==> src/rtl/risc_v_mike_imem_ctrl_if.sv <==
// rtl/risc_v_mike_imem_ctrl_if.sv - load stream, memory and fetch bus of the imem controller
interface risc_v_mike_imem_ctrl_if #(
  parameter int IMEM_DEPTH = 1024,
  parameter int AW         = $clog2(IMEM_DEPTH)
);
  // load control and boot word stream
  logic          load_start;
  logic [AW:0]   load_len;
  logic          ld_valid;
  logic [31:0]   ld_data;
  logic          ld_ready;
  // instruction memory write port
  logic          imem_wr_en;
  logic [AW-1:0] imem_wr_addr;
  logic [31:0]   imem_wr_data;
  // fetch qualification and core control
  logic [31:0]   fetch_pc;
  logic [AW-1:0] imem_rd_addr;
  logic          fetch_valid;
  logic          core_stall;
  logic          load_done;
  logic          fetch_fault;
  logic [31:0]   fault_pc;

  // core / boot loader / memory side
  modport master (
    output load_start, load_len, ld_valid, ld_data, fetch_pc,
    input  ld_ready, imem_wr_en, imem_wr_addr, imem_wr_data, imem_rd_addr,
           fetch_valid, core_stall, load_done, fetch_fault, fault_pc
  );

  // controller side
  modport slave (
    input  load_start, load_len, ld_valid, ld_data, fetch_pc,
    output ld_ready, imem_wr_en, imem_wr_addr, imem_wr_data, imem_rd_addr,
           fetch_valid, core_stall, load_done, fetch_fault, fault_pc
  );
endinterface

==> src/rtl/risc_v_mike_imem_ctrl.sv <==
// rtl/risc_v_mike_imem_ctrl.sv - boot-load sequencer and fetch qualifier for instruction memory
module risc_v_mike_imem_ctrl #(
  parameter int IMEM_DEPTH = 1024,
  parameter int AW         = $clog2(IMEM_DEPTH)
) (
  input  logic                  clk,
  input  logic                  rst,
  risc_v_mike_imem_ctrl_if.slave bus
);

  typedef enum logic [1:0] {
    IDLE  = 2'd0,
    LOAD  = 2'd1,
    RUN   = 2'd2,
    FAULT = 2'd3
  } state_t;

  localparam logic [AW:0] DEPTH_W = (AW+1)'(IMEM_DEPTH);

  state_t        state;
  logic [AW-1:0] counter;
  logic [AW-1:0] len_last;    // index of the final word of the current load
  logic          ld_ready_q;
  logic          core_stall_q;
  logic          load_done_q;
  logic          fetch_fault_q;
  logic [31:0]   fault_pc_q;

  logic [AW:0]   len_eff;
  logic          fetch_bad;
  logic          wr_fire;

  // clamp the requested length to the memory size rather than wrapping it
  assign len_eff = (bus.load_len > DEPTH_W) ? DEPTH_W : bus.load_len;

  // misaligned or beyond the last word of memory
  assign fetch_bad = (bus.fetch_pc[1:0] != 2'b00) ||
                     ({2'b00, bus.fetch_pc[31:2]} >= 32'(IMEM_DEPTH));

  // a word arriving with a restart is dropped, so load_start blocks the write
  assign wr_fire = (state == LOAD) && bus.ld_valid && !bus.load_start;

  assign bus.imem_wr_en   = wr_fire;
  assign bus.imem_wr_addr = counter;
  assign bus.imem_wr_data = wr_fire ? bus.ld_data : 32'h0;
  assign bus.imem_rd_addr = bus.fetch_pc[AW+1:2];
  assign bus.fetch_valid  = (state == RUN) && !fetch_bad;
  assign bus.ld_ready     = ld_ready_q;
  assign bus.core_stall   = core_stall_q;
  assign bus.load_done    = load_done_q;
  assign bus.fetch_fault  = fetch_fault_q;
  assign bus.fault_pc     = fault_pc_q;

  // state sequencing with registered control outputs
  always_ff @(posedge clk or posedge rst) begin
    if (rst) begin
      state         <= IDLE;
      counter       <= '0;
      len_last      <= '0;
      ld_ready_q    <= 1'b0;
      core_stall_q  <= 1'b1;
      load_done_q   <= 1'b0;
      fetch_fault_q <= 1'b0;
      fault_pc_q    <= 32'h0;
    end else begin
      load_done_q <= 1'b0;
      if (bus.load_start) begin
        // (re)start from any state: clear progress and any latched fault
        counter       <= '0;
        len_last      <= AW'(len_eff - 1'b1);
        fetch_fault_q <= 1'b0;
        fault_pc_q    <= 32'h0;
        if (len_eff != '0) begin
          state        <= LOAD;
          ld_ready_q   <= 1'b1;
          core_stall_q <= 1'b1;
        end else begin
          state        <= RUN;
          ld_ready_q   <= 1'b0;
          core_stall_q <= 1'b0;
          load_done_q  <= 1'b1;
        end
      end else begin
        case (state)
          LOAD: begin
            if (bus.ld_valid) begin
              counter <= counter + 1'b1;
              if (counter == len_last) begin
                state        <= RUN;
                ld_ready_q   <= 1'b0;
                core_stall_q <= 1'b0;
                load_done_q  <= 1'b1;
              end
            end
          end
          RUN: begin
            if (fetch_bad) begin
              state         <= FAULT;
              core_stall_q  <= 1'b1;
              fetch_fault_q <= 1'b1;
              fault_pc_q    <= bus.fetch_pc;
            end
          end
          default: begin
            // IDLE and FAULT wait for load_start
          end
        endcase
      end
    end
  end

endmodule

==> src/flat_wrapper.sv <==
// flat-port wrapper written by rule: the top's interface ports become plain ports
module risc_v_mike_imem_ctrl_flat 
#(
  parameter int IMEM_DEPTH = 1024,
  parameter int AW         = $clog2(IMEM_DEPTH)
)
  (clk, rst, bus_load_start, bus_load_len, bus_ld_valid, bus_ld_data, bus_fetch_pc, bus_ld_ready, bus_imem_wr_en, bus_imem_wr_addr, bus_imem_wr_data, bus_imem_rd_addr, bus_fetch_valid, bus_core_stall, bus_load_done, bus_fetch_fault, bus_fault_pc);
  risc_v_mike_imem_ctrl_if #(.IMEM_DEPTH(IMEM_DEPTH), .AW(AW)) bus_i ();
  input  logic clk;
  input  logic rst;
  input wire logic [$bits(bus_i.load_start)-1:0] bus_load_start;
  input wire logic [$bits(bus_i.load_len)-1:0] bus_load_len;
  input wire logic [$bits(bus_i.ld_valid)-1:0] bus_ld_valid;
  input wire logic [$bits(bus_i.ld_data)-1:0] bus_ld_data;
  input wire logic [$bits(bus_i.fetch_pc)-1:0] bus_fetch_pc;
  output wire logic [$bits(bus_i.ld_ready)-1:0] bus_ld_ready;
  output wire logic [$bits(bus_i.imem_wr_en)-1:0] bus_imem_wr_en;
  output wire logic [$bits(bus_i.imem_wr_addr)-1:0] bus_imem_wr_addr;
  output wire logic [$bits(bus_i.imem_wr_data)-1:0] bus_imem_wr_data;
  output wire logic [$bits(bus_i.imem_rd_addr)-1:0] bus_imem_rd_addr;
  output wire logic [$bits(bus_i.fetch_valid)-1:0] bus_fetch_valid;
  output wire logic [$bits(bus_i.core_stall)-1:0] bus_core_stall;
  output wire logic [$bits(bus_i.load_done)-1:0] bus_load_done;
  output wire logic [$bits(bus_i.fetch_fault)-1:0] bus_fetch_fault;
  output wire logic [$bits(bus_i.fault_pc)-1:0] bus_fault_pc;
  assign bus_i.load_start = bus_load_start;
  assign bus_i.load_len = bus_load_len;
  assign bus_i.ld_valid = bus_ld_valid;
  assign bus_i.ld_data = bus_ld_data;
  assign bus_i.fetch_pc = bus_fetch_pc;
  assign bus_ld_ready = bus_i.ld_ready;
  assign bus_imem_wr_en = bus_i.imem_wr_en;
  assign bus_imem_wr_addr = bus_i.imem_wr_addr;
  assign bus_imem_wr_data = bus_i.imem_wr_data;
  assign bus_imem_rd_addr = bus_i.imem_rd_addr;
  assign bus_fetch_valid = bus_i.fetch_valid;
  assign bus_core_stall = bus_i.core_stall;
  assign bus_load_done = bus_i.load_done;
  assign bus_fetch_fault = bus_i.fetch_fault;
  assign bus_fault_pc = bus_i.fault_pc;
  risc_v_mike_imem_ctrl #(.IMEM_DEPTH(IMEM_DEPTH), .AW(AW)) u_core (.clk(clk), .rst(rst), .bus(bus_i));
endmodule
==> config.mk <==
export PLATFORM = sky130hd
export DESIGN_NAME = risc_v_mike_imem_ctrl_flat
export DESIGN_NICKNAME = d
export VERILOG_FILES = /design/src/rtl/risc_v_mike_imem_ctrl_if.sv /design/src/rtl/risc_v_mike_imem_ctrl.sv /design/src/flat_wrapper.sv
export SDC_FILE = /design/constraint.sdc
export NUM_CORES = 1
export LEC_CHECK = 0
export CAP_MARGIN = 0
export CORE_MARGIN = 1.5
export CORE_UTILIZATION = 37
export DETAILED_ROUTE_END_ITERATION = 8
export PLACE_DENSITY = 0.78
export SLEW_MARGIN = 20
export SYNTH_ARGS = -nofsm -noshare
export SYNTH_HDL_FRONTEND = slang
export SYNTH_SLANG_ARGS = --single-unit
==> constraint.sdc <==
create_clock -name clk -period 2 [get_ports clk]
set_input_delay 0.5 -clock clk [delete_from_list [all_inputs] [get_ports clk]]
set_output_delay 0.5 -clock clk [all_outputs]
set_load 0.02 [all_outputs]
# After elaboration in Yosys (flattened, before gate mapping)
# Cells that the tools add are included.
word_totals:
  regBits: 58
  inputBits: 79
  out_inout_bits: 90
classes:
  add_sub_neg: 2
  order_cmp: 2
  eq_ne: 6
  muxes: 29
  n_reduce_logical: 18
ops:
  columns: ["cell", "n"]
  rows:
  - ["32-bit 2-to-1 mux", 4]
  - ["30-bit by 11-bit >= comparator with 1-bit output, second input constant", 1]
  - ["10-bit 2-to-1 mux", 3]
  - ["1-bit 2-to-1 mux", 14]
  - ["2-bit nonzero test", 6]
  - ["11-bit greater-than comparator, second input constant", 1]
  - ["11-bit 2-to-1 mux", 1]
  - ["11-bit nonzero test", 1]
  - ["10-bit by 1-bit adder with 10-bit output, second input constant", 1]
  - ["10-bit == test", 1]
  - ["2-bit 2-to-1 mux", 5]
  - ["10-bit by 1-bit subtractor with 10-bit output, second input constant", 1]
  - ["3-bit inequality test, second input constant", 2]
  - ["2-bit one-hot mux with 2 select lines", 1]
  - ["2-bit AND reduction", 2]
  - ["4-bit AND reduction", 1]
  - ["1-bit logical AND", 3]
  - ["3-bit by 2-bit inequality test with 1-bit output, second input constant", 1]
  - ["3-bit AND reduction", 1]
  - ["3-bit nonzero test", 1]
  - ["2-bit by 1-bit == test with 1-bit output, second input constant", 1]
  - ["2-bit == test, second input constant", 1]
  - ["1-bit zero test", 2]
  - ["1-bit one-hot mux with 2 select lines", 1]
  - ["1-bit logical OR", 1]

# Depth between registers and ports, before layout
logic_depth:
  word_depth: 5
  depth_mapped: 7
  depth_no_buf: 7

# Worst setup path before layout
# OpenSTA, ideal clock, no wires.
synth_timing:
  path_kind: "input port to output port"
  start: "input port bus_ld_valid"
  end: "output port bus_imem_wr_data[22]"
  t_arrival_ps: 1572
  required_ps: 1500
  path_slack_ps: -72
  cell_stages: 4
  path_buffers: 1
  path_cell_list: "nand3b_1 nor2_1 clkbuf_1 and2_1"
synth_between:
  elab_chain_cells: 3
synth_lines:
  columns: ["element", "line_no", "text"]
  rows:
  - ["from (decl)", "flat_wrapper.sv:13", "input wire logic [$bits(bus_i.ld_valid)-1:0] bus_ld_valid;"]
  - ["1-bit logical AND (2 in a row)", "risc_v_mike_imem_ctrl.sv:41", "assign wr_fire = (state == LOAD) && bus.ld_valid && !bus.load_start;"]
  - ["net bus_imem_wr_en", "flat_wrapper.sv:17", "output wire logic [$bits(bus_i.imem_wr_en)-1:0] bus_imem_wr_en;"]
  - ["32-bit 2-to-1 mux", "risc_v_mike_imem_ctrl.sv:45", "assign bus.imem_wr_data = wr_fire ? bus.ld_data : 32'h0;"]
  - ["to (decl)", "flat_wrapper.sv:19", "output wire logic [$bits(bus_i.imem_wr_data)-1:0] bus_imem_wr_data;"]
# The timed path passes the listed nets, and every way through them passes these cells.

# Worst setup path after layout
layout_timing:
  start: "register u_core.state[1]"
  end: "output port bus_imem_wr_data[30]"
layout_between:
  elab_chain_cells: 4
layout_lines:
  columns: ["element", "line_no", "text"]
  rows:
  - ["from (decl)", "risc_v_mike_imem_ctrl.sv:20", "state_t state;"]
  - ["from (signal assigned)", "risc_v_mike_imem_ctrl.sv:57", "state <= IDLE;"]
  - ["from (signal assigned)", "risc_v_mike_imem_ctrl.sv:74", "state <= LOAD;"]
  - ["from (signal assigned)", "risc_v_mike_imem_ctrl.sv:78", "state <= RUN;"]
  - ["2-bit by 1-bit == test with 1-bit output", "risc_v_mike_imem_ctrl.sv:41", null]
  - ["1-bit logical AND (2 in a row)", "risc_v_mike_imem_ctrl.sv:41", null]
  - ["32-bit 2-to-1 mux", "risc_v_mike_imem_ctrl.sv:45", null]
# Every way passes these cells.

==> results.sh <==
export IMPL_switching_share_pct=25.5
export IMPL_start_util_pct=38.8
export IMPL_dp_slack_ns=-0.816
export IMPL_ant_nets=0
export IMPL_hold_start="bus_fetch_pc[17]"
export IMPL_die_w_um=99.3
export IMPL_syn_area_per_cell_um2=9.78
export IMPL_fin_crit_sh_pct=105
export IMPL_htreeDepth=3
export IMPL_violations="setup timing"
export IMPL_syn_area_um2=3430
export IMPL_drive_gt1_share_pct=28.7
export IMPL_max_freq_mhz=478
export IMPL_yosys_warnings=0
export IMPL_worstHoldPathCells=3
export IMPL_die_h_um=99.3
export IMPL_met3_usage_pct=5.27
export IMPL_synth_common_cells="61 x nand2b_1, 57 x dfrtp_1, 34 x mux2i_1"
export IMPL_hold_violations=0
export IMPL_rsz0062_at_grt="yes"
export IMPL_seq_area_frac_synth_pct=42.3
export IMPL_nets=642
export IMPL_wl_mm=10.4
export IMPL_synth_top_area_share_pct=41.6
export IMPL_finalSetupViolCount=32
export IMPL_grtUsageMet1_pct=25.3
export IMPL_outcome="finished with violations"
export IMPL_seqPwrFrac_pct=37.7
export IMPL_slew_headroom_pct=49.4
export IMPL_required_ns=1.50
export IMPL_met2_usage_pct=37.7
export IMPL_crit_fanout=8
export IMPL_core_region_area_um2=8850
export IMPL_cts_tree="built"
export IMPL_peakVddDrop_uv=310
export IMPL_utilization_pct=66.6
export IMPL_top_usage_layer="met2"
export IMPL_clockPowerShare_pct=40.2
export IMPL_worst_setup_path_type="flip-flop to output pin"
export IMPL_area_growth_pct=71.6
export IMPL_hold_end="u_core.bus.fault_pc[17]$_DFFE_PP0P_"
export IMPL_grt_antenna_before_repair=1
export IMPL_yosys_top_cells_area="dfrtp_1 42%, nand2b_1 11%, mux2i_1 9.9%"
export IMPL_grt_start_max_net_pins=97
export IMPL_synth_area_leader_cell="dfrtp_1"
export IMPL_synthCells=351
export IMPL_grt_pass1_wl_mm=16.4
export IMPL_cap_violations=0
export IMPL_ioPinCount=169
export IMPL_port_buffers=168
export IMPL_power_density_nw_per_um2=573
export IMPL_p_leak_nw=2.67
export IMPL_synth_edf_count=0
export IMPL_cp_end_kind="output pin"
export IMPL_grt_usage_pct=21.1
export IMPL_grt_overflow=0
export IMPL_hold_slack_ns=0.409
export IMPL_synthesis_nets=433
export IMPL_dieArea_um2=9860
export IMPL_cts_root_buf="clkbuf_8"
export IMPL_regToRegSetupSlack_ns=0.26
export IMPL_drc=0
export IMPL_rows=34
export IMPL_ctsLongestPathBuffers=2
export IMPL_clk_latency_ns=0.34
export IMPL_synth_distinct_cells=40
export IMPL_crit_path_start_kind="flip-flop"
export IMPL_synthFlopType="dfrtp_1"
export IMPL_hold_buffers=0
export IMPL_grt_pass1_vias=3292
export IMPL_power_switching_mw=0.861
export IMPL_rr_startpoint="u_core.state[1]$_DFFE_PP0P_"
export IMPL_fin_setup_tns_ns=-2.40
export IMPL_drt_iter0_drc=74
export IMPL_vias=3187
export IMPL_tightest_slew_ns=0.759
export IMPL_drt_first_pass_iters=4
export IMPL_skew_ns=0.0153
export IMPL_min_path_type="primary input to flip-flop"
export IMPL_cts_num_sinks=58
export IMPL_place_congestion=0.841
export IMPL_p_total_mw=3.37
export IMPL_wl_per_cell_um=15.4
export IMPL_post_drt_via_cell_ratio=4.73
export IMPL_yosysMostFrequentCell="nand2b_1"
export IMPL_numCtsBuffers=9
export IMPL_dpl_hpwl_mm=7.33
export IMPL_intPower_mw=2.51
export IMPL_async_flop_share_pct=100
export IMPL_r2r_cells=6
export IMPL_share_comb_of_total_power_pct=22.1
export IMPL_r2r_end="u_core.state[0]$_DFFE_PP0P_"
export IMPL_drv_slew=0
export IMPL_period_minus_slack_ns=2.09
export IMPL_synth_seq_cells=58
export IMPL_worstPathArrival_ns=1.59
export IMPL_setup_slack_ns=-0.0937
export IMPL_cts_clk_slew_worst_paths_ns=0.08
## power groups by stage
stage / sequential [mW] / clock, mW / combinational [mW]
after floorplan: 1.32 / 0 / 0.290
after global placement: 1.29 / 0 / 0.703
after detailed placement: 1.29 / 0 / 0.714
after CTS: 1.27 / 1.38 / 0.745
after global routing: 1.28 / 1.45 / 0.802
final: 1.27 / 1.35 / 0.745
## cells by family after synthesis
| logic type | after synthesis | share of synthesized area, % |
|---|---|---|
| adder cells (fa/ha/maj) | 3 | 1.09 |
| flip-flops | 58 | 42.3 |
| multiplexers | 35 | 10.2 |
| AO/OA/AOI/OAI | 29 | 5.58 |
| buffers and inverters | 38 | 6.96 |
| XOR/XNOR | 23 | 5.87 |
| AND/OR/NAND/NOR | 165 | 27.9 |
## what timing repair did
action,CTS,global route
endpoints found under the setup margin,46,70
buffers inserted,9,3
cloned,2,2
resized for setup,272,46
pin swaps,18,19
## cell type report
class                      count  area [um^2]
fill                         705         2960
antenna                        1         2.50
sequential                    58         1450
clock inverter                 4         98.8
multi-input combinational    255         1850
inverter                      10         37.5
timing repair buffer         226         2170
clock buffer                  12          145
tap                          108          135
## flip-flops by register name, indices dropped and copies added (netlist names)
signal	count
u_core.bus.fault_pc	32
u_core.bus.imem_wr_addr	10
u_core.len_last	10
u_core.state	2
u_core.bus.core_stall	1
u_core.bus.fetch_fault	1
u_core.bus.ld_ready	1
u_core.bus.load_done	1
## metal layers
layer  vias up  share of wire [%]
met5         -                  0
met4         0                1.1
met3        11                4.8
met2        87                 53
met1      1508                 42
li1       1581                  -
## layout by cell type (no fill, tap or decap), types with 9 or more instances in the layout
master / netlist / final
clkdlybuf4s50_1: 0 / 95
nand2b_1: 61 / 61
dfrtp_1: 57 / 57
buf_4: 10 / 51
buf_6: 1 / 35
mux2i_1: 34 / 34
and2_4: 0 / 28
nor2_1: 23 / 22
dlygate4sd2_1: 0 / 17
xor2_1: 15 / 15
nand2_1: 13 / 13
clkbuf_2: 0 / 11
a21oi_1: 10 / 10
clkbuf_8: 0 / 10
inv_1: 10 / 9
## worst max path at each step
stage          depth (start not counted)  slack (ns)              endpoint                   startpoint
3_3_place_gp                           5       -0.84       bus_fetch_valid             bus_fetch_pc[13]
6_report                               6       -0.09  bus_imem_wr_data[30]  u_core.state[1]$_DFFE_PP0P_
2_1_floorplan                          4        0.06  bus_imem_wr_data[22]                 bus_ld_valid
4_1_cts                                7       -0.18  bus_imem_wr_data[19]  u_core.state[1]$_DFFE_PP0P_
3_5_place_dp                           5       -0.82       bus_fetch_valid             bus_fetch_pc[13]
5_1_grt                                6       -0.15   bus_imem_wr_data[6]  u_core.state[1]$_DFFE_PP0P_
## worst max-delay path: stages (launching register included)
cell	delay, ns
dfrtp_1	0.37
nand3b_1	0.23
nor2_4	0.15
buf_4	0.13
clkbuf_16	0.14
and2_4	0.14
buf_6	0.11
## stage by stage
| step | std cells | area (um^2) |
|---|---|---|
| global placement | 645 | 5430 |
| finish | 674 | 5890 |
| CTS | 672 | 5880 |
| global route | 673 | 5890 |
| detailed placement | 645 | 5430 |
| floorplan | 351 | 3430 |
(Power assumes the default switching activity.)
